<file path="config.mk">
export PLATFORM = sky130hd
export DESIGN_NAME = wrr_burst_sched
export DESIGN_NICKNAME = d
export VERILOG_FILES = /design/src/rtl/wrr_burst_sched_pkg.sv /design/src/rtl/wrr_sched_pick.sv /design/src/rtl/wrr_burst_sched.sv
export SDC_FILE = /design/constraint.sdc
export NUM_CORES = 1
export LEC_CHECK = 0
export CORE_ASPECT_RATIO = 1.5
export CORE_MARGIN = 2
export CORE_UTILIZATION = 25
export DETAILED_ROUTE_END_ITERATION = 16
export GPL_ROUTABILITY_DRIVEN = 0
export PLACE_DENSITY = 0.4
export SKIP_CTS_REPAIR_TIMING = 1
export SYNTH_ARGS = -nofsm -noshare
export SYNTH_HDL_FRONTEND = slang
export SYNTH_SLANG_ARGS = --single-unit
</file>
<file path="constraint.sdc">
create_clock -name clk_i -period 4 [get_ports clk_i]
set_clock_uncertainty 0.05 [all_clocks]
set_input_delay 0.4 -clock clk_i [delete_from_list [all_inputs] [get_ports clk_i]]
set_output_delay 0.4 -clock clk_i [all_outputs]
set_load 0.01 [all_outputs]
</file>
<file path="src/rtl/wrr_burst_sched_pkg.sv">
// rtl/wrr_burst_sched_pkg.sv - shared types and helpers for the weighted round-robin burst scheduler
package wrr_burst_sched_pkg;

  localparam int NUM_REQ        = 4;
  localparam int WEIGHT_WIDTH   = 4;
  localparam int DEFAULT_WEIGHT = 1;
  localparam int IDX_W          = $clog2(NUM_REQ);

  typedef logic [IDX_W-1:0]        idx_t;
  typedef logic [WEIGHT_WIDTH-1:0] weight_t;

  // A programmed weight of zero still grants one beat per burst.
  function automatic weight_t eff_weight(weight_t w);
    return (w == '0) ? weight_t'(1) : w;
  endfunction

endpackage

</file>
<file path="src/rtl/wrr_sched_pick.sv">
// rtl/wrr_sched_pick.sv - combinational rotate-priority picker: first set req at or after ptr, with wrap
module wrr_sched_pick #(
  parameter int NumReq = 4,
  parameter int IdxW   = $clog2(NumReq)
) (
  input  logic [NumReq-1:0] req,
  input  logic [IdxW-1:0]   ptr,
  output logic [IdxW-1:0]   idx,
  output logic              any
);

  logic [IdxW-1:0] cand [NumReq];

  for (genvar k = 0; k < NumReq; k++) begin : g_cand
    assign cand[k] = IdxW'((int'(ptr) + k) % NumReq);
  end

  // Walk from the farthest candidate back to ptr so the nearest one wins.
  always_comb begin
    idx = '0;
    any = 1'b0;
    for (int k = NumReq - 1; k >= 0; k--) begin
      if (req[cand[k]]) begin
        idx = cand[k];
        any = 1'b1;
      end
    end
  end

endmodule

</file>
<file path="src/rtl/wrr_burst_sched.sv">
// rtl/wrr_burst_sched.sv - weighted round-robin scheduler holding the grant for weighted bursts
// Optional stall counter output enabled by WRR_BURST_SCHED_STATS_EN.
module wrr_burst_sched
  import wrr_burst_sched_pkg::*;
#(
  parameter int NumReq        = NUM_REQ,
  parameter int WeightWidth   = WEIGHT_WIDTH,
  parameter int DefaultWeight = DEFAULT_WEIGHT
) (
  input  logic                       clk_i,
  input  logic                       rst_ni,
  input  logic                       flush_i,
  input  logic [NumReq-1:0]          req_i,
  output logic [NumReq-1:0]          gnt_o,
  output logic                       vld_o,
  input  logic                       ready_i,
  output logic [$clog2(NumReq)-1:0]  idx_o,
`ifdef WRR_BURST_SCHED_STATS_EN
  output logic [15:0]                stall_cnt_o,
`endif
  input  logic                       cfg_we_i,
  input  logic [$clog2(NumReq)-1:0]  cfg_idx_i,
  input  logic [WeightWidth-1:0]     cfg_weight_i
);

  localparam int IdxW = $clog2(NumReq);

  logic [IdxW-1:0]        ptr_q, lidx_q, pick_idx, win_idx, win_next;
  logic [WeightWidth-1:0] cnt_q, start_cnt;
  logic [WeightWidth-1:0] weight_q [NumReq];
  logic                   lock_q, pick_any, win_vld, hs, burst_mid, owner_drop;

  wrr_sched_pick #(
    .NumReq (NumReq),
    .IdxW   (IdxW)
  ) u_pick (
    .req (req_i),
    .ptr (ptr_q),
    .idx (pick_idx),
    .any (pick_any)
  );

  // lidx_q doubles as the burst owner: it follows the presented winner every valid cycle.
  always_comb begin
    burst_mid  = (cnt_q != '0);
    owner_drop = burst_mid && !lock_q && !req_i[lidx_q];
    win_idx    = pick_idx;
    win_vld    = pick_any;
    if (lock_q) begin
      win_idx = lidx_q;
      win_vld = 1'b1;
    end else if (burst_mid) begin
      win_idx = lidx_q;
      win_vld = req_i[lidx_q];
    end
  end

  assign win_next  = (win_idx == IdxW'(NumReq - 1)) ? '0 : win_idx + IdxW'(1);
  assign start_cnt = eff_weight(weight_q[win_idx]) - WeightWidth'(1);
  assign hs        = win_vld && ready_i;

  assign vld_o = rst_ni && win_vld;
  assign idx_o = rst_ni ? win_idx : '0;
  assign gnt_o = (vld_o && ready_i) ? (NumReq'(1) << idx_o) : '0;

  always_ff @(posedge clk_i or negedge rst_ni) begin
    if (!rst_ni) begin
      ptr_q  <= '0;
      cnt_q  <= '0;
      lock_q <= 1'b0;
      lidx_q <= '0;
      for (int i = 0; i < NumReq; i++) weight_q[i] <= WeightWidth'(DefaultWeight);
    end else begin
      if (cfg_we_i && (int'(cfg_idx_i) < NumReq)) weight_q[cfg_idx_i] <= cfg_weight_i;
      if (flush_i) begin
        ptr_q  <= '0;
        cnt_q  <= '0;
        lock_q <= 1'b0;
        lidx_q <= '0;
      end else if (hs) begin
        lock_q <= 1'b0;
        lidx_q <= win_idx;
        if (!burst_mid) begin
          cnt_q <= start_cnt;
          if (start_cnt == '0) ptr_q <= win_next;
        end else begin
          cnt_q <= cnt_q - WeightWidth'(1);
          if (cnt_q == WeightWidth'(1)) ptr_q <= win_next;
        end
      end else if (win_vld) begin
        lock_q <= 1'b1;
        lidx_q <= win_idx;
      end else if (owner_drop) begin
        ptr_q <= win_next;
        cnt_q <= '0;
      end
    end
  end

`ifdef WRR_BURST_SCHED_STATS_EN
  logic [15:0] stall_cnt_q;

  always_ff @(posedge clk_i or negedge rst_ni) begin
    if (!rst_ni) begin
      stall_cnt_q <= '0;
    end else if (flush_i) begin
      stall_cnt_q <= '0;
    end else if (win_vld && !ready_i && (stall_cnt_q != 16'hFFFF)) begin
      stall_cnt_q <= stall_cnt_q + 16'd1;
    end
  end

  assign stall_cnt_o = stall_cnt_q;
`endif

  // A locked requester must hold its request until the beat is accepted.
  lock_hold_a: assert property (@(posedge clk_i) disable iff (!rst_ni)
    (lock_q && !flush_i) |-> req_i[lidx_q]);

endmodule

</file>
# --- After elaboration in Yosys (flattened, before gate mapping) ---
# Cells that the tools add are included.
op_classes:
  addsub: 6
  order_cmp: 8
  mux: 50
  n_eq_ne: 5
  bitwise: 2
  n_reduce_logical: 15
  n_shift: 1
ops:
  columns: ["cell", "count"]
  rows:
  - ["two-way mux 4 bit", 10]
  - ["two-way mux 2 bit", 18]
  - ["bitwise mux 16 bit", 1]
  - ["less-than comparator 2 x 3 -> 1 bit, second input constant", 5]
  - ["two-way mux 1 bit", 14]
  - ["binary-select mux 1 bit (select 2 bit)", 5]
  - ["binary-select mux 4 bit (select 2 bit)", 1]
  - ["demux 4 bit (select 2 bit)", 1]
  - ["zero test 4 bit", 2]
  - ["subtractor 4 x 1 -> 4 bit, second input constant", 2]
  - ["greater-or-equal comparator 3 bit, second input constant", 2]
  - ["logical AND 1 bit", 6]
  - ["inverter 2 -> 3 bit", 2]
  - ["nonzero test 3 bit", 2]
  - ["adder 2 x 1 -> 2 bit, second input constant", 2]
  - ["adder 2 bit, second input constant", 2]
  - ["equality test 4 x 1 -> 1 bit, second input constant", 1]
  - ["!= test 4 x 2 -> 1 bit, second input constant", 1]
  - ["!= test 4 x 3 -> 1 bit, second input constant", 1]
  - ["AND reduction 4 bit", 1]
  - ["nonzero test 4 bit", 1]
  - ["left shift 1 x 2 -> 4 bit, first input constant", 1]
  - ["less-than comparator 3 x 1 -> 1 bit, second input constant", 1]
  - ["!= test 3 x 2 -> 1 bit, second input constant", 1]
  - ["other kinds (3)", 4]
word_totals:
  register_bits: 25
  elab_cells: 95
  output_inout_bits: 7
  inputBits: 15

# --- Logic depth before layout (Yosys ltp) ---
logic_depth:
  depth_word: 21
  ltp_mapped: 15
  mapped_depth_nobuf: 13

# --- Modules after synthesis ---
# From an unflattened synthesis, not the netlist that was laid out.
unflattened:
  cells_unflattened: 146
  area_unflattened_um2: 1575.3
modules_own_cells:
  columns: ["mod", "seq_area_each_um2", "cells_each", "area_each_um2", "instances"]
  rows:
  - ["wrr_burst_sched", 630.6, 133, 1497.7, 1]
  - ["wrr_sched_pick", 0.0, 13, 77.6, 1]

# --- Worst setup path after synthesis ---
# No wires, ideal clock.
synth_timing:
  path_kind: "register to register"
  startpoint: "register cnt_q[0]"
  endpoint: "register ptr_q[1]"
  required_time_ns: 3.826
  path_stages_with_launch: 15
  n_path_buf: 2
  t_arrival_ns: 3.303
  synth_period_minus_slack_ns: 3.477
  setup_ns: 0.124
  slack_ns: 0.523
  path_cell_list: "dfrtp_1 > inv_1 > ha_1 > or4b_1 > buf_2 > o41ai_2 > buf_2 > mux2i_1 > mux2i_1 > o21bai_1 > inv_1 > ha_1 > xnor2_1 > a41oi_1 > a211o_1"
synth_between:
  elab_chain_len: 13
  word_cells_on_any_way: 32
  classes_between: "add/sub: 2; eq/ne: 5; mux: 16; bitwise: 1; reduce/logical: 8"
synth_rtl:
  columns: ["item", "line_no", "text"]
  rows:
  - ["from (decl)", "wrr_burst_sched.sv:29", "logic [WeightWidth-1:0] cnt_q, start_cnt;"]
  - ["from (signal assigned)", "wrr_burst_sched.sv:84", "cnt_q <= start_cnt;"]
  - ["from (signal assigned)", "wrr_burst_sched.sv:87", "cnt_q <= cnt_q - WeightWidth'(1);"]
  - ["nonzero test 4 bit", "wrr_burst_sched.sv:45", "burst_mid = (cnt_q != '0);"]
  - ["two-way mux 2 bit", "wrr_burst_sched.sv:52", "end else if (burst_mid) begin"]
  - ["two-way mux 2 bit", "wrr_burst_sched.sv:49", "if (lock_q) begin"]
  - ["inverter 2 -> 3 bit (implied by the code)", "wrr_burst_sched.sv:59", "assign start_cnt = eff_weight(weight_q[win_idx]) - WeightWidth'(1);"]
  - ["binary-select mux 4 bit (select 2 bit)", "wrr_burst_sched.sv:59", null]
  - ["two-way mux 4 bit (implied by the code) (2 in series)", "wrr_burst_sched.sv:59", null]
  - ["zero test 4 bit", "wrr_burst_sched_pkg.sv:14", "return (w == '0) ? weight_t'(1) : w;"]
  - ["two-way mux 4 bit", "wrr_burst_sched_pkg.sv:14", null]
  - ["subtractor 4 x 1 -> 4 bit", "wrr_burst_sched.sv:59", null]
  - ["zero test 4 bit", "wrr_burst_sched.sv:85", "if (start_cnt == '0) ptr_q <= win_next;"]
  - ["!= test 4 x 2 -> 1 bit (no source line)", null, null]
  - ["AND reduction 4 bit (no source line)", null, null]
  - ["to (signal assigned)", "wrr_burst_sched.sv:85", null]
  - ["to (signal assigned)", "wrr_burst_sched.sv:88", "if (cnt_q == WeightWidth'(1)) ptr_q <= win_next;"]
  - ["to (signal assigned)", "wrr_burst_sched.sv:94", "ptr_q <= win_next;"]
  - ["to (decl)", "wrr_burst_sched.sv:28", "logic [IdxW-1:0] ptr_q, lidx_q, pick_idx, win_idx, win_next;"]
# Several ways; a longest one is shown, not always the timed one. The select of a mux whose other input is x is not followed.
# A chain may end at the register's enable or synchronous reset.

# --- Worst setup path in the final report ---
layout_timing:
  startpoint: "register cnt_q[1]"
  endpoint: "register ptr_q[1]"
# Same word-level chain as after synthesis.

==> results.yml <==
pwr:
  peakVddDrop_uv: 177
  cellLeakagePower_nw: 0.818
  powerDensity_nw_per_um2: 665
critical_path:
  rr_worst_depth: 13
  critPathBufInv: 3
  cp_slowest_cell: "or4b_1"
  endpoint_kind: "register"
  crit_chain: "inv_1 -> ha_1 -> or4b_1 -> o41ai_2 -> buf_4 -> mux2i_1 -> mux2i_1 -> o21bai_1 -> inv_1 -> ha_1 -> xnor2_2 -> and4_4 -> a211o_1"
  start_kind: "register"
  cp.arrival_ns: 3.78
  crit_path_max_incr_delay_ns: 0.59
  path_class: "register to register"
  cp_num_cells: 13
  cp_top_family: "compound AO/OA/AOI/OAI gates"
  crit_required_ns: 4.10
  crit_fanout: 12
cts:
  cts_buffer_depth: 2
  cts_made_buffers: 3
  cts-root-buf: "clkbuf_8"
  cts_tree: "done"
  clk_latency_ns: 0.27
  path_clk_slew_ns: 0.09
  htreeDepth: 1
  cts_sinks: 25
sta:
  timing.final.ws_setup_ns: 0.322
  fin_tns_setup_ns: 0
  period_needed_ns: 3.68
  fin_crit_sh: 0.919
  setup_viol_count_final: 0
  rsz0062_at_grt: "false"
  fmax_ghz: 0.272
  maxSlewHeadroom: 0.428
  slew_viol_final: 0
  hold_violations: 0
  worst_slew_pin_slew_ns: 0.855
synthesis:
  syn_area_um2: 1640
  syn_avg_cell_area_um2: 9.98
  synthFlopType: "dfrtp_1"
  synth.distinct_cells: 51
  synth_edf_count: 0
  ys_ff_latch: 25
  yosysWarnings: 0
  ys_async_sr_fraction: 1.00
  synth_cells: 164
  syn_nets: 183
  seq_area_frac_synth: 0.385
finish:
  fin_nets: 208
  insertedDiodeCount: 0
  final_util: 0.313
  syn2layout_area_growth_pct: 22.4
  fin_area_um2: 2000
  drive_gt1_frac: 0.176
floorplanning:
  die_h_um: 103
  dieArea_um2: 7220
  initial_core_util: 0.256
  die_w_um: 70.1
  num_io_pins: 22
  fp.coreArea_um2: 6400
  rows: 36
placed_design:
  port_buffers: 21
  dpl_cell_area_um2: 1950
  pre_cts_ws_ns: 0.230
  post-dp-hpwl_um: 3380
route:
  routed_wl_um: 4270
  ant_nets: 0
  drcViolationCount: 0
  wl_per_cell_um: 16.2
  vias: 1368
  vias_per_cell: 5.18
  drt_iter0_drc: 45
  firstDrtPassIters: 4
global_routing:
  grt_pass1_wl_um: 7060
  grt_util_all_layers: 0.127
  grt_pass1_vias: 1388
  antenna_found_initial: 0
  grt_max_degree: 28
  grt_overflow: 0
job:
  maxCapViolations: 0
hold_path:
  hold_path_class: "register to register"
  hold_depth: 1
run_status:
  status: "finished clean"
[layer usage]
layer  track usage  part of all wire
met1         0.136              0.38
met2         0.247              0.55
met3        0.0127             0.028
met4        0.0666             0.036
met5             0                 0
[placed cells by master, fill, tap and decap left out, drive strengths merged, types with 2 or more instances in the layout]
| cell type | instances |
|---|---|
| a21oi | 7 |
| a32o | 2 |
| and2 | 3 |
| and3 | 2 |
| buf | 4 |
| clkbuf | 4 |
| clkdlybuf4s50 | 21 |
| dfrtp | 21 |
| dfstp | 4 |
| ha | 4 |
| inv | 5 |
| mux2 | 16 |
| mux2i | 7 |
| nand2 | 16 |
| nand2b | 3 |
| nand3 | 4 |
| nand3b | 2 |
| nor2 | 12 |
| nor2b | 5 |
| nor3 | 5 |
| nor3b | 3 |
| nor4 | 2 |
| o21ai | 4 |
| o21bai | 2 |
| o31ai | 5 |
| xnor2 | 2 |
[cell usage after synthesis, types with 2 or more instances]
library cell,instances,area share
a21oi_1,7,0.021
a32o_1,2,0.012
and2_1,3,0.011
and3_1,2,0.0076
buf_2,2,0.0061
clkbuf_1,2,0.0046
dfrtp_1,21,0.32
dfstp_2,4,0.064
ha_1,4,0.031
inv_1,5,0.011
mux2_2,16,0.11
mux2i_1,7,0.043
nand2_1,16,0.037
nand2b_1,3,0.011
nand3_1,4,0.012
nand3b_1,2,0.0092
nor2_1,12,0.028
nor2b_1,5,0.019
nor3_1,5,0.015
nor3b_1,3,0.014
nor4_1,2,0.0076
o21ai_0,3,0.0092
o21bai_1,2,0.0092
o31ai_1,4,0.018
xnor2_1,2,0.011
[cells by family (layout without fill, tap and decap cells)]
group                    count (synthesis)  after routing  share of synthesized area
multiplexers                            24             24                      0.167
AND/OR/NAND/NOR                         63             63                      0.203
flip-flops                              25             25                      0.385
AO/OA/AOI/OAI                           35             35                      0.174
buffers and inverters                   10             34                     0.0245
adder cells (fa/ha/maj)                  4              4                     0.0306
XOR/XNOR                                 3              3                     0.0161
[through the flow]
stage          hold WS, ns  total power, mW  cells
3_3_place_gp         0.449             1.17    260
6_report             0.464             1.33    264
3_5_place_dp         0.446             1.18    260
4_1_cts              0.466             1.33    264
2_1_floorplan       0.0544            0.950    164
5_1_grt              0.480             1.46    264
[power breakdown]
part	total, mW	internal (mW)	switching, mW
Clock	0.150	0.0712	0.0787
Sequential	0.384	0.319	0.0650
Combinational	0.798	0.355	0.443
Total	1.33	0.745	0.587
[worst paths after layout]
kind	from	endpoint	slack, ns
min in group asynchronous	rst_ni	weight_q[6]	0.61
hold reg to reg	weight_q[3]	weight_q[3]	0.46
hold / removal	weight_q[3]	weight_q[3]	0.46
setup reg to reg	cnt_q[1]	ptr_q[1]	0.32
setup / recovery	cnt_q[1]	ptr_q[1]	0.32
max in group asynchronous	rst_ni	weight_q[8]	2.98
[cell type report]
class                      count  area (µm²)
clock buffer                   4        45.0
fill                         682        4390
inverter                       5        18.8
multi-input combinational    129         973
sequential                    25         631
tap                           76        95.1
timing repair buffer          25         240
[flip-flops by register name (all words and copies together), names as in the netlist]
| register | cells |
|---|---|
| cnt_q | 4 |
| lidx_q | 2 |
| lock_q | 1 |
| ptr_q | 2 |
| weight_q | 16 |
Power figures use the tool's default switching activity.
